**config.mk**
```make
export PLATFORM = sky130hd
export DESIGN_NAME = pipeline_hazard_ctrl
export DESIGN_NICKNAME = d
export VERILOG_FILES = /design/src/rtl/pipeline_hazard_ctrl_pkg.sv /design/src/rtl/pipeline_hazard_ctrl_sat_counter.sv /design/src/rtl/pipeline_hazard_ctrl.sv
export SDC_FILE = /design/constraint.sdc
export NUM_CORES = 1
export LEC_CHECK = 0
export ABC_CLOCK_PERIOD_IN_PS = 2600
export CAP_MARGIN = 20
export CORE_MARGIN = 10
export CORE_UTILIZATION = 40
export DETAILED_ROUTE_END_ITERATION = 7
export HOLD_SLACK_MARGIN = 0.12
export PLACE_DENSITY_LB_ADDON = 0.3
export RECOVER_POWER = 100
export SLEW_MARGIN = 20
export SYNTH_ARGS = -nofsm -noshare
export SYNTH_HDL_FRONTEND = slang
export SYNTH_SLANG_ARGS = --single-unit
```
**constraint.sdc**
```tcl
create_clock -name clock -period 2.6 [get_ports clock]
set_input_delay 0.52 -clock clock [delete_from_list [all_inputs] [get_ports clock]]
set_output_delay 0.52 -clock clock [all_outputs]
set_load 0.005 [all_outputs]
```
**src/rtl/pipeline_hazard_ctrl_pkg.sv**
```systemverilog
// Shared constants for the pipeline hazard controller: FSM encoding and
// register-address width.
package pipeline_hazard_ctrl_pkg;
   localparam int REG_ADDR_W = 5;

   typedef enum logic [1:0] {
      RUN      = 2'd0,
      MEM_WAIT = 2'd1,
      LD_STALL = 2'd2
   } hz_state_t;
endpackage

```
**src/rtl/pipeline_hazard_ctrl_sat_counter.sv**
```systemverilog
// Saturating up-counter with synchronous clear; clear wins over increment.
module hazard_sat_counter #(
   parameter int CNT_W = 16
) (
   input  logic             clock,
   input  logic             reset,
   input  logic             inc,
   input  logic             clr,
   output logic [CNT_W-1:0] cnt
);
   logic [CNT_W-1:0] r_cnt;

   always_ff @(posedge clock or negedge reset) begin
      if (!reset) begin
         r_cnt <= '0;
      end else if (clr) begin
         r_cnt <= '0;
      end else if (inc && (r_cnt != '1)) begin
         r_cnt <= r_cnt + CNT_W'(1);
      end
   end

   assign cnt = r_cnt;
endmodule

```
**src/rtl/pipeline_hazard_ctrl.sv**
```systemverilog
// Pipeline stall/flush controller: memory-wait, load-use and branch/jump
// handling with stall and flush performance counters.
//
// state    | meaning
// RUN      | normal issue, hazard checks active
// MEM_WAIT | second and later cycles of a memory wait, everything frozen
// LD_STALL | extra load-use bubble cycles beyond the first
module pipeline_hazard_ctrl
   import pipeline_hazard_ctrl_pkg::*;
#(
   parameter int NUM_SRC     = 2,
   parameter int LOAD_LAT    = 1,
   parameter int FLUSH_DEPTH = 3,
   parameter int CNT_W       = 16
) (
   input  logic                          clock,
   input  logic                          reset,
   input  logic [REG_ADDR_W*NUM_SRC-1:0] ifid_rs,
   input  logic [NUM_SRC-1:0]            ifid_rs_used,
   input  logic [REG_ADDR_W-1:0]         idex_rd,
   input  logic                          idex_memread,
   input  logic                          memReady,
   input  logic                          Jump,
   input  logic                          PCSrc,
   input  logic                          cnt_clr,
   output logic                          bubble_ifid,
   output logic                          bubble_idex,
   output logic                          bubble_exmem,
   output logic                          write_pc,
   output logic                          write_ifid,
   output logic                          write_idex,
   output logic                          write_exmem,
   output logic                          write_memwb,
   output logic [CNT_W-1:0]              stall_cnt,
   output logic [CNT_W-1:0]              flush_cnt
);
   localparam logic [1:0] LD_INIT = 2'(LOAD_LAT - 1);

   hz_state_t  r_state, w_state_nxt;
   logic [1:0] r_ld_cnt, w_ld_nxt;
   logic       r_pend, w_pend_nxt;
   logic       w_load_use;
   logic       w_flush;

   always_ff @(posedge clock or negedge reset) begin
      if (!reset) begin
         r_state  <= RUN;
         r_ld_cnt <= '0;
         r_pend   <= 1'b0;
      end else begin
         r_state  <= w_state_nxt;
         r_ld_cnt <= w_ld_nxt;
         r_pend   <= w_pend_nxt;
      end
   end

   always_comb begin
      w_load_use = 1'b0;
      for (int k = 0; k < NUM_SRC; k++) begin
         if (ifid_rs_used[k] && (ifid_rs[REG_ADDR_W*k +: REG_ADDR_W] == idex_rd))
            w_load_use = 1'b1;
      end
      w_load_use = w_load_use && idex_memread && (idex_rd != '0);
   end

   always_comb begin
      w_state_nxt  = r_state;
      w_ld_nxt     = r_ld_cnt;
      w_pend_nxt   = r_pend;
      w_flush      = 1'b0;
      bubble_ifid  = 1'b0;
      bubble_idex  = 1'b0;
      bubble_exmem = 1'b0;
      write_pc     = 1'b1;
      write_ifid   = 1'b1;
      write_idex   = 1'b1;
      write_exmem  = 1'b1;
      write_memwb  = 1'b1;

      if (!reset) begin
         bubble_ifid  = 1'b1;
         bubble_idex  = 1'b1;
         bubble_exmem = 1'b1;
         write_pc     = 1'b0;
         write_ifid   = 1'b0;
         write_idex   = 1'b0;
         write_exmem  = 1'b0;
         write_memwb  = 1'b0;
      end else if (memReady && (PCSrc || r_pend)) begin
         // A resolved branch discards everything younger, including a load stall.
         w_flush      = 1'b1;
         bubble_ifid  = 1'b1;
         bubble_idex  = (FLUSH_DEPTH >= 2);
         bubble_exmem = (FLUSH_DEPTH >= 3);
         w_state_nxt  = RUN;
         w_ld_nxt     = '0;
         w_pend_nxt   = 1'b0;
      end else begin
         // Only reachable with PCSrc while memory is busy: remember it.
         w_pend_nxt = r_pend | PCSrc;
         case (r_state)
            LD_STALL: begin
               bubble_idex = 1'b1;
               write_ifid  = 1'b0;
               write_pc    = 1'b0;
               w_ld_nxt    = r_ld_cnt - 2'd1;
               if (r_ld_cnt <= 2'd1) w_state_nxt = RUN;
            end
            default: begin
               if (!memReady) begin
                  write_pc    = 1'b0;
                  write_idex  = 1'b0;
                  write_exmem = 1'b0;
                  if (r_state == MEM_WAIT) begin
                     write_ifid  = 1'b0;
                     write_memwb = 1'b0;
                  end
                  w_state_nxt = MEM_WAIT;
               end else if (w_load_use) begin
                  bubble_idex = 1'b1;
                  write_ifid  = 1'b0;
                  write_pc    = 1'b0;
                  w_ld_nxt    = LD_INIT;
                  w_state_nxt = (LOAD_LAT > 1) ? LD_STALL : RUN;
               end else begin
                  bubble_ifid = Jump;
                  w_state_nxt = RUN;
               end
            end
         endcase
      end
   end

   hazard_sat_counter #(.CNT_W(CNT_W)) u_stall_cnt (
      .clock (clock),
      .reset (reset),
      .inc   (~write_pc),
      .clr   (cnt_clr),
      .cnt   (stall_cnt)
   );

   hazard_sat_counter #(.CNT_W(CNT_W)) u_flush_cnt (
      .clock (clock),
      .reset (reset),
      .inc   (w_flush),
      .clr   (cnt_clr),
      .cnt   (flush_cnt)
   );
endmodule

```
==> results.md <==
* Final worst-path cycle share at 95.2%
* Leakage power at 1.28 nW
* Root Buffer Master: clkbuf_8
* Row cnt at 25
* Cell taking the most area after synthesis: dfrtp_1
* Die Span X at a little over 90 um
* Outcome: finished with violations
* Later-pin clock latency in the skew report at between 0.2 and 0.3 ns
* Cell class contributing the biggest share of worst-path delay: buffers and inverters
* Worst path slowest cell: dlygate4sd2_1
* DP HPWL at slightly above 4 mm
* Area contributors post-synth: dfrtp_1 43%, xor2_1 6.2%, nor2_1 5.3%, a21oi_1 3.5%, nand2_1 3.2%
* Worst-path clk slew at around 0.060 ns
* DRC at 0
* Antenna violations before repair at 0
* Post-synthesis sequential area ratio at 42.8%
* WP data required at 2.08 ns
* Slew @ Worst Pin at 1.75 ns
* Compound-gate portion of the synthesized area at between 10% and 20%
* XOR/XNOR Fraction of Synth Area at 9.26%
* Final nets at ~330
* Kind of critical path: in2out
* Crit end category: output port
* Max H-tree Level at 2
* Crit path DAT at about 2 ns
* ANT nets after route at 0
* Worst path max stage delay at 0.30 ns
* CTS buffer count at 5
* Post-synthesis cell type count at 40
* First-pass GRT wire length at around 9.6 mm
* Largest family of logic cells by synthesized area: simple AND/OR/NAND/NOR gates
* Drt pass-1 iters at 4
* Vias in the first global route at 1983
* Total core area at 0.00475 mm2
* Slack of the critical path at 0.125 ns
* TritonCTS clock tree: built
* Cells after Synth at 222
* Largest net degree at the start of global routing at 37
* Skew final at 0.00819 ns
* Worst-path cell chain: dlygate4sd2_1 > xnor2_1 > and2_0 > a32oi_1 > nor2_1 > buf_4 > nand2_1 > nand2_1 > dlygate4sd2_1
* Clk sinks at 34
* Area post-placement at 0.00274 mm2
* RSZ-0062 raised after global routing: no
* Port buffer count at between 60 and 70
* Fin. Hold Viols at 0
* Startpoint types: primary input
* Async SR Flop Fraction at 100%
* Min cycle time layout at approximately 2.5 ns
* Initial Util at 41.8%
* Grt peak-use layer: met2
* Top-count cell post-synth: dfrtp_1
* Dpl ws at -0.493 ns
* M3 GR Usage at 5.07%
* Yosys warning total at 0
* Final Max Slew Viols at 33
* CP bufs+invs at 3
* M1 GR Usage at between 15 and 20%
* 1st-iter DRT viols at 79
* # IOs at 64
* Routed WL at 5.60 mm
* WL per Instance at roughly 15 um
* Met2 usage at 21.8%
* RD Place Congestion at just over 0.8
* Die area at 0.00818 mm2
* Most used DFF post-synth: dfrtp_1
* Post-synth design cell area at 0.00199 mm2
* Post-synth top area share at 42.8%
* Share of cells above drive strength 1 at between 10% and 20%
* Via density at between 5 and 6
* Post-synthesis adder-cell area fraction at ~1.3%
* Area added between synthesis and finish at 45.9%
* CP Max Fanout at 3
* Post-synthesis simple-gate area fraction at 25.5%
* Tot Pwr at ~1.2 mW
* Syn_nets at ~250
* Total congestion overflow at 0
* Via count at 1916
* Clk buf depth at 2
* Max_cap viols at 1
* Mux share of post-synthesis cell area at around 3.7%
* Post-synthesis area per instance at 8.94 um2
* Power per cell area at 412 mW/mm2
* Top cells by count, synth: 34 x dfrtp_1, 28 x nor2_1, 17 x nand2_1
* Die H at around 90 um
* Hold Path Class: reg2reg
* #FFs+latches synth at 34
* Maximum vdd drop at 258 uV
* Tot GR Track Use at 13.9%
* # fillers at 437
* Violated checks: capacitance limit, slew limit
* Normalized max-slew margin at -16.7%
* Final Hold Slack at 0.514 ns
* Max Freq at 0.404 GHz
* Post-synth EDFFs at 0
* Final setup violating endpoints at 0
* Finished Cell Area at 0.00290 mm2
==> metrics by stage <==
step	instances	TNS, ns	util [%]
6_report	372	0	60.9
5_1_grt	371	0	60.9
4_1_cts	372	-0.000440	61.3
3_5_place_dp	355	-4.86	57.5
3_3_place_gp	355	-3.95	57.5
2_1_floorplan	222	0	-
==> cell families (layout without fill, tap and decap cells) <==
family,Yosys count,in the layout
muxes,7,7
AOI/OAI and AO/OA,40,40
DFF,34,34
other,0,1
adders and majority gates,2,2
buffers and inverters,18,100
xor gates and xnor gates,21,21
and+or+nand+nor,100,100
==> cells in the final DEF (no fill, tap or decap), drive strengths merged, types with 2 or more instances in the layout <==
cell / n
nor2: 28
a21oi: 14
dlygate4sd2: 6
o31ai: 3
xnor2: 7
nand2: 17
xor2: 14
clkdlybuf4s50: 11
o21a: 2
nor3: 6
or4: 4
or2: 2
nand3: 8
o31a: 3
nand4: 8
o21ai: 10
dlygate4sd3: 34
dfrtp: 34
inv: 8
nor4: 7
buf: 12
mux2i: 4
and3: 5
clkbuf: 22
mux2: 3
nor2b: 3
or3: 10
ha: 2
clkdlybuf4s15: 5
==> report_power, final <==
| part | switching [mW] | internal (mW) | leakage, nW |
|---|---|---|---|
| Combinational | 0.0826 | 0.0851 | 0.758 |
| Sequential | 0.00915 | 0.538 | 0.468 |
| Clock | 0.191 | 0.287 | 0.0525 |
==> layout make-up <==
class	instances	area [um2]	area share, %
Multi-Input combinational cell	170	1090	37.6
Sequential cell	34	851	29.4
Timing Repair Buffer	84	734	25.3
Tap cell	67	83.8	2.89
Clock buffer	7	76.3	2.63
Clock inverter	1	30.0	1.04
Inverter	8	30.0	1.04
Antenna cell	1	2.50	0.0864
==> tightest hold or removal path, stage by stage, from the launching register on <==
cell and delay, ns:
dfrtp_1 0.32, inv_1 0.05, mux2i_1 0.11
==> per-layer routing <==
layer / vias up / part of all wire (%)
met4: 0 / 0.66
met1: 915 / 47
met3: 5 / 5.1
met2: 48 / 48
li1: 948 / -
met5: - / 0
==> repair_timing <==
action	in CTS	in global routing
gates cloned	1	0
hold buffers	1	0
buffers inserted	7	0
resized for setup	32	22
endpoints found under the hold margin	2	0
setup endpoints to repair	5	20
pin swaps	10	12
==> worst paths after layout <==
path                                         start             endpoint  slack (ns)  depth (start not counted)
worst max-delay path                    idex_rd[0]          bubble_idex        0.12                          9
worst min-delay path                    r_state[0]           r_state[0]        0.51                          2
worst max register to register  u_stall_cnt.cnt[1]   u_stall_cnt.cnt[1]        0.26                         10
worst min register to register          r_state[0]           r_state[0]        0.51                          2
max in group asynchronous                    reset  u_flush_cnt.cnt[10]        0.58                          2
min in group asynchronous                    reset               r_pend        0.80                          2
==> state kept, by name, summed over array words and instances (netlist names) <==
register / cells
r_pend: 1
r_state: 1
u_flush_cnt.cnt: 16
u_stall_cnt.cnt: 16
Power figures use the tool's default switching activity.
